## src/rtl/otp_pkg.sv

```systemverilog
// otp_pkg: shared constants, FSM encoding and the pad LFSR step used by both ends
// of the one-time-pad link.
package otp_pkg;

   localparam int                 PAD_W     = 8;
   localparam int                 OTP_DEPTH = 8;
   localparam int                 OTP_IW    = $clog2(OTP_DEPTH);
   localparam logic [PAD_W-1:0]   OTP_SEED  = 8'h01;
   localparam logic [PAD_W-1:0]   OTP_TAPS  = 8'hB8;

   typedef enum logic [1:0] {
      ST_FILL = 2'd0,
      ST_RUN  = 2'd1,
      ST_ERR  = 2'd2
   } otp_state_e;

   // Shift left, feeding back the parity of the tapped bits.
   function automatic logic [PAD_W-1:0] lfsr_next(input logic [PAD_W-1:0] s,
                                                  input logic [PAD_W-1:0] taps);
      return {s[PAD_W-2:0], ^(s & taps)};
   endfunction

endpackage

```

## src/rtl/otp_lfsr_pad.sv

```systemverilog
// otp_lfsr_pad: pad generator LFSR; pad is the current state, step advances it and
// reload (higher priority) returns it to SEED.
module otp_lfsr_pad
   import otp_pkg::*;
#(
   parameter logic [PAD_W-1:0] SEED = OTP_SEED,
   parameter logic [PAD_W-1:0] TAPS = OTP_TAPS
) (
   input  logic             clk,
   input  logic             rst_n,
   input  logic             step,
   input  logic             reload,
   output logic [PAD_W-1:0] pad
);

   logic [PAD_W-1:0] lfsr_q;
   logic [PAD_W-1:0] lfsr_d;

   // Next LFSR state: reload wins over step.
   always_comb begin
      lfsr_d = lfsr_q;
      if (reload) begin
         lfsr_d = SEED;
      end else if (step) begin
         lfsr_d = lfsr_next(lfsr_q, TAPS);
      end else begin
         lfsr_d = lfsr_q;
      end
   end

   // LFSR state register.
   always_ff @(posedge clk or negedge rst_n) begin
      if (!rst_n) begin
         lfsr_q <= SEED;
      end else begin
         lfsr_q <= lfsr_d;
      end
   end

   assign pad = lfsr_q;

endmodule

```

## src/rtl/otp_decryptor_rx.sv

```systemverilog
// otp_decryptor_rx: rebuilds the transmitter's pad stream into a ring and decrypts
// tagged ciphertext. Define OTP_SKIP_RESYNC_EN to recover from a forward index jump.
module otp_decryptor_rx
   import otp_pkg::*;
#(
   parameter int               DEPTH = OTP_DEPTH,
   parameter logic [PAD_W-1:0] SEED  = OTP_SEED,
   parameter logic [PAD_W-1:0] TAPS  = OTP_TAPS,
   localparam int              IW    = $clog2(DEPTH)
) (
   input  logic             clk,
   input  logic             rst_n,
   input  logic             en,
   input  logic             resync,
   input  logic             ct_valid,
   output logic             ct_ready,
   input  logic [PAD_W-1:0] ct_data,
   input  logic [IW-1:0]    ct_index,
   output logic             pt_valid,
   input  logic             pt_ready,
   output logic [PAD_W-1:0] pt_data,
   output logic [IW-1:0]    pt_index,
   output logic             sync_err,
   output logic [IW:0]      fill_level
);

   localparam logic [IW:0]   FULL_CNT = (IW+1)'(DEPTH);
   localparam logic [IW:0]   ZERO_CNT = {(IW+1){1'b0}};
   localparam logic [IW:0]   ONE_CNT  = {{IW{1'b0}}, 1'b1};
   localparam logic [IW-1:0] ZERO_IDX = {IW{1'b0}};
   localparam logic [IW-1:0] ONE_IDX  = {{(IW-1){1'b0}}, 1'b1};

   logic [PAD_W-1:0] pad_q [DEPTH];
   logic [PAD_W-1:0] pad_d [DEPTH];
   logic [IW-1:0]    wr_ptr_q, wr_ptr_d;
   logic [IW-1:0]    rd_ptr_q, rd_ptr_d;
   logic [IW:0]      count_q, count_d;
   otp_state_e       state_q, state_d;
   logic             pt_valid_q, pt_valid_d;
   logic [PAD_W-1:0] pt_data_q, pt_data_d;
   logic [IW-1:0]    pt_index_q, pt_index_d;
   logic             sync_err_q, sync_err_d;

   logic [PAD_W-1:0] lfsr_s;
   logic             gen_s;
   logic             ct_ready_s;
   logic             accept_s;
   logic             hit_s;
   logic             consume_s;
   logic             reject_s;
   logic [IW-1:0]    pad_sel_s;
   logic [IW:0]      used_s;
`ifdef OTP_SKIP_RESYNC_EN
   logic [IW-1:0]    dist_s;
`endif

   otp_lfsr_pad #(
      .SEED (SEED),
      .TAPS (TAPS)
   ) u_lfsr (
      .clk    (clk),
      .rst_n  (rst_n),
      .step   (gen_s),
      .reload (resync),
      .pad    (lfsr_s)
   );

   // Handshake decode and index check for the byte on the link.
   always_comb begin
      ct_ready_s = en && (state_q == ST_RUN) && (count_q != ZERO_CNT) &&
                   (!pt_valid_q || pt_ready);
      gen_s      = en && (count_q < FULL_CNT) && (state_q != ST_ERR);
      accept_s   = ct_valid && ct_ready_s;
`ifdef OTP_SKIP_RESYNC_EN
      // A forward jump is tolerated while the tagged pad is still buffered.
      dist_s     = ct_index - rd_ptr_q;
      hit_s      = ({1'b0, dist_s} < count_q);
      pad_sel_s  = ct_index;
      used_s     = {1'b0, dist_s} + ONE_CNT;
`else
      hit_s      = (ct_index == rd_ptr_q);
      pad_sel_s  = rd_ptr_q;
      used_s     = ONE_CNT;
`endif
      consume_s  = accept_s && hit_s;
      reject_s   = accept_s && !hit_s;
   end

   // Next-state logic for the ring, pointers, output stage and FSM.
   always_comb begin
      for (int i = 0; i < DEPTH; i++) begin
         pad_d[i] = (gen_s && !resync && (wr_ptr_q == IW'(i))) ? lfsr_s : pad_q[i];
      end
      if (resync) begin
         wr_ptr_d   = ZERO_IDX;
         rd_ptr_d   = ZERO_IDX;
         count_d    = ZERO_CNT;
         pt_valid_d = 1'b0;
         pt_data_d  = pt_data_q;
         pt_index_d = pt_index_q;
         sync_err_d = 1'b0;
         state_d    = ST_FILL;
      end else begin
         wr_ptr_d   = gen_s ? (wr_ptr_q + ONE_IDX) : wr_ptr_q;
         rd_ptr_d   = consume_s ? (pad_sel_s + ONE_IDX) : rd_ptr_q;
         count_d    = count_q + (gen_s ? ONE_CNT : ZERO_CNT) - (consume_s ? used_s : ZERO_CNT);
         pt_valid_d = consume_s || (pt_valid_q && !(en && pt_ready));
         pt_data_d  = consume_s ? (ct_data ^ pad_q[pad_sel_s]) : pt_data_q;
         pt_index_d = consume_s ? pad_sel_s : pt_index_q;
         sync_err_d = sync_err_q || reject_s;
         case (state_q)
            ST_FILL: state_d = (count_d == FULL_CNT) ? ST_RUN : ST_FILL;
            ST_RUN:  state_d = reject_s ? ST_ERR : ST_RUN;
            ST_ERR:  state_d = ST_ERR;
            default: state_d = ST_FILL;
         endcase
      end
   end

   // State registers.
   always_ff @(posedge clk or negedge rst_n) begin
      if (!rst_n) begin
         for (int i = 0; i < DEPTH; i++) begin
            pad_q[i] <= {PAD_W{1'b0}};
         end
         wr_ptr_q   <= ZERO_IDX;
         rd_ptr_q   <= ZERO_IDX;
         count_q    <= ZERO_CNT;
         state_q    <= ST_FILL;
         pt_valid_q <= 1'b0;
         pt_data_q  <= {PAD_W{1'b0}};
         pt_index_q <= ZERO_IDX;
         sync_err_q <= 1'b0;
      end else begin
         pad_q      <= pad_d;
         wr_ptr_q   <= wr_ptr_d;
         rd_ptr_q   <= rd_ptr_d;
         count_q    <= count_d;
         state_q    <= state_d;
         pt_valid_q <= pt_valid_d;
         pt_data_q  <= pt_data_d;
         pt_index_q <= pt_index_d;
         sync_err_q <= sync_err_d;
      end
   end

   assign ct_ready   = ct_ready_s;
   assign pt_valid   = pt_valid_q;
   assign pt_data    = pt_data_q;
   assign pt_index   = pt_index_q;
   assign sync_err   = sync_err_q;
   assign fill_level = count_q;

endmodule

```

## config.mk

```make
export PLATFORM = sky130hd
export DESIGN_NAME = otp_decryptor_rx
export DESIGN_NICKNAME = d
export VERILOG_FILES = /design/src/rtl/otp_pkg.sv /design/src/rtl/otp_lfsr_pad.sv /design/src/rtl/otp_decryptor_rx.sv
export SDC_FILE = /design/constraint.sdc
export NUM_CORES = 1
export LEC_CHECK = 0
export BUFFER_PORTS_ARGS = -buffer_cell sky130_fd_sc_hd__clkbuf_2
export CAP_MARGIN = 40
export CORE_UTILIZATION = 47
export DETAILED_ROUTE_END_ITERATION = 6
export SYNTH_ARGS = -nofsm -noshare
export SYNTH_HDL_FRONTEND = slang
export SYNTH_HIERARCHICAL = 1
export SYNTH_SLANG_ARGS = --single-unit
```

## constraint.sdc

```tcl
create_clock -name clk -period 5.05 [get_ports clk]
set_clock_uncertainty 0.2 [all_clocks]
set_input_delay 0.7575 -clock clk [delete_from_list [all_inputs] [get_ports clk]]
set_output_delay 0.7575 -clock clk [all_outputs]
set_load 0.005 [all_outputs]
```

==> metrics.log <==
[metrics] detailed-route wire length: 8690 um
[metrics] remaining design rule violation count: 0
[metrics] fraction of layout instances using a drive strength above 1: 0.411
[metrics] final HPWL from detailed placement: 5710 um
[metrics] Hold Crit Class: input port to asynchronous set/reset pin
[metrics] most common library cells after synthesis: 96 x sky130_fd_sc_hd__dfrtp_1, 66 x sky130_fd_sc_hd__mux2_2, 16 x sky130_fd_sc_hd__mux4_2, 16 x sky130_fd_sc_hd__xnor2_1
[metrics] wire length per cell after detailed routing: 17.5 um
[metrics] vias in the first global route: 2646
[metrics] number of I/O port buffers: 34
[metrics] library cell used as clock root buffer: sky130_fd_sc_hd__clkbuf_8
[metrics] area grow syn2layout: 10.8%
[metrics] Top cell by count, worst path: sky130_fd_sc_hd__ha_1
[metrics] CP Depth: 11
[metrics] number of nets at the end of the flow: 392
[metrics] clock latency of the later-clocked register in the worst-skew pair: 0.36 ns
[metrics] P per Cell Area: 335 nW/um^2
[metrics] Max-Cap Viols: 0
[metrics] mean instance size in the synthesized netlist: 14.2 um^2
[metrics] TritonCTS clock tree: yes
[metrics] crit path to: state_q[0]
[metrics] number of buffer and inverter stages on the critical path: 1
[metrics] Routability Congestion: 0.777
[metrics] initial core utilization: 0.494
[metrics] DRT met1 WL: 4290 um
[metrics] TritonCTS Sinks: 97
[metrics] final setup margin: 1.70 ns
[metrics] Yosys warning total: 6
[metrics] R2R Path Start: pad_sel_s[2]
[metrics] sum of negative setup slack: 0 ns
[metrics] Max H-tree Level: 3
[metrics] share of the synthesized area in the top cell type: 0.519
[metrics] CP arrival: 3.45 ns
[metrics] count of nets left with antenna violations after detail routing: 0
[metrics] Vert. Die Dim: 101 um
[metrics] met2 wire length: 4110 um
[metrics] Worst Path Max Fanout: 12
[metrics] cells traversed along the worst timing path: xnor2_1 > nand3_1 > nor2_1 > ha_1 > inv_1 > ha_1 > fa_1 > or2_2 > nor3_1 > mux2_2 > o211a_1
[metrics] aggregate global routing overflow: 0
[metrics] final hold violation count: 0
[metrics] first drt pass iteration count: 4
[metrics] antenna violations before repair: 0
[metrics] most area-consuming cells after synthesis: sky130_fd_sc_hd__dfrtp_1 52%, sky130_fd_sc_hd__mux2_2 16%, sky130_fd_sc_hd__mux4_2 7.8%
[metrics] critical-path cell with the highest stage delay: sky130_fd_sc_hd__dfrtp_1
[metrics] pin count of the biggest net entering global routing: 56
[metrics] Core Region: 9370 um^2
[metrics] reg-to-reg endpoint: state_q[0]
[metrics] number of buffers inserted for hold repair after clock tree synthesis: 0
[metrics] Worst Setup End Kind: register
[metrics] Synth Cell Area: 4630 um^2
[metrics] worst setup path startpoint: pad_sel_s[2]
[metrics] number of clock buffers inserted by TritonCTS: 9
[metrics] final max-slew violation count: 0
[metrics] slew at the pin with the worst max-slew slack: 0.717 ns
[metrics] ys async rst share: 1.00
[metrics] Reg2Reg Depth: 11
[metrics] result of the run: completed
[metrics] data required time at the worst endpoint: 5.16 ns
[metrics] Iteration-0 DRC Markers: 79
[metrics] sequential area share after synthesis: 0.525
[metrics] vias per inst: 5.32
[metrics] setup slack on the worst flop-to-flop path: 1.70 ns
[metrics] Slew headroom: 0.522
[metrics] Post-CTS Setup Inserts: 0
[metrics] number of synthesized flops with an enable pin: 0
[metrics] number of top-level pins: 35
[metrics] clock period minus final worst setup slack: 3.35 ns
[metrics] post-CTS clock slew at the launch and capture registers of the worst setup and hold paths: 0.11 ns
[metrics] Longest Clk Path Bufs: 2
[metrics] Tot GR Track Use: 0.191
[metrics] uppermost layer routed: met4
[metrics] FP Rows: 35
[metrics] FF+latch count, synth: 97
[metrics] Synth cell types: 39
[metrics] post-synthesis net count: 355
[metrics] first-pass GRT wire length: 14300 um
[metrics] sum of met3 wire segment lengths after detailed routing: 185 um
[metrics] most common flop cell mapped by yosys: sky130_fd_sc_hd__dfrtp_1
[metrics] crit path launch type: register
[metrics] most frequently used cell type in the post-synthesis netlist: sky130_fd_sc_hd__dfrtp_1
[metrics] maximum cell stage delay along the critical path: 0.82 ns
[metrics] f_max: 299 MHz
[metrics] family with the most delay on the worst path: simple AND/OR/NAND/NOR gates
[metrics] Post-CTS Resized: 0
[metrics] number of instances in the synthesized netlist: 325
[metrics] leakage power summed over all cells: 2.48 nW
[metrics] VDD IR max: 0.000129 V
[metrics] Die X-Extent: 101 um
[metrics] Fin Hold WS: 0.104 ns
[metrics] cell type contributing the most total cell area after synthesis: sky130_fd_sc_hd__dfrtp_1
[metrics] Die ar.: 10200 um^2
[metrics] start-to-end type of the worst setup path: register to register
[metrics] final setup vio count: 0
[metrics] pre-CTS worst setup slack: 1.50 ns
[metrics] unrepaired setup endpoints after global routing: no
[metrics] via count: 2637
[metrics] final clock period utilization by the worst path: 0.662
[metrics] number of diodes: 0
power breakdown:
part	internal (W)	leakage, nW	switching (W)
sequential	0.000859	1.33	0.0000579
clock	0.000185	0.0944	0.000283
combinational	0.000181	1.05	0.000150
registers in the layout, summed over array words and instances, names as in the netlist:
name and count:
wr_ptr_q 3, pad_sel_s 3, pt_data 8, sync_err 1, fill_level 4, pt_valid 1
state_q 2, u_lfsr/pad 8, pt_index 3, pad_q 64
layout make-up:
| cell class | count | area [um^2] |
|---|---|---|
| well taps | 129 | 161 |
| fillers | 834 | 4240 |
| repair buffers | 39 | 230 |
| multi-input cells | 200 | 2070 |
| clock buffers | 9 | 124 |
| inverters | 15 | 56.3 |
| flip-flops and latches | 97 | 2430 |
| clock inverters | 7 | 53.8 |
worst min-delay path by stage:
stage | cells after the start | endpoint | start
3_3_place_gp | 1 | pad_q[20] | pad_q[20]
3_5_place_dp | 1 | pad_q[9] | pad_q[9]
6_report | 1 | pt_data[5] | rst_n
4_1_cts | 1 | pt_index[1] | rst_n
5_1_grt | 1 | pt_data[7] | rst_n
2_1_floorplan | 0 | fill_level[0] | rst_n
layer usage:
metal  GRT usage  vias to the layer above
li1            -                     1237
met1       0.269                     1353
met2       0.302                       36
met3      0.0311                       11
met4      0.0635                        0
met5           0                        -
cells by family (layout without fill, tap and decap cells):
| logic type | Yosys count | after routing | synth area share |
|---|---|---|---|
| compound gates | 16 | 16 | 0.0211 |
| xor+xnor | 17 | 17 | 0.0322 |
| fa+ha+maj | 13 | 13 | 0.0368 |
| buf+inv | 28 | 70 | 0.0268 |
| flops | 97 | 97 | 0.525 |
| mux | 107 | 107 | 0.303 |
| simple gates | 47 | 47 | 0.0549 |
placed cells by master, fill, tap and decap left out, drive strengths merged, types with 2 or more instances in the layout:
master	netlist	routed
a21oi	7	7
nor3	4	4
mux2i	15	15
clkbuf	6	42
and2	2	2
o21ai	3	3
buf	7	6
nand3	5	5
dfrtp	96	96
mux4	16	16
inv	15	18
nor3b	2	2
xnor2	16	16
nor2b	4	4
nor2	14	14
ha	12	12
nand2	5	5
mux2	76	76
or3	3	3
nand2b	2	2
clkinv	0	4
stage by stage:
stage          cell area, um^2  instances   util  power (W)
2_1_floorplan             4630        325      -    0.00116
3_5_place_dp              4950        480  0.528    0.00127
3_3_place_gp              4920        479  0.525    0.00126
6_report                  5130        496  0.547    0.00172
5_1_grt                   5130        496  0.547    0.00183
4_1_cts                   5130        496  0.547    0.00174
Note: power is estimated with default switching activity, not from simulation.
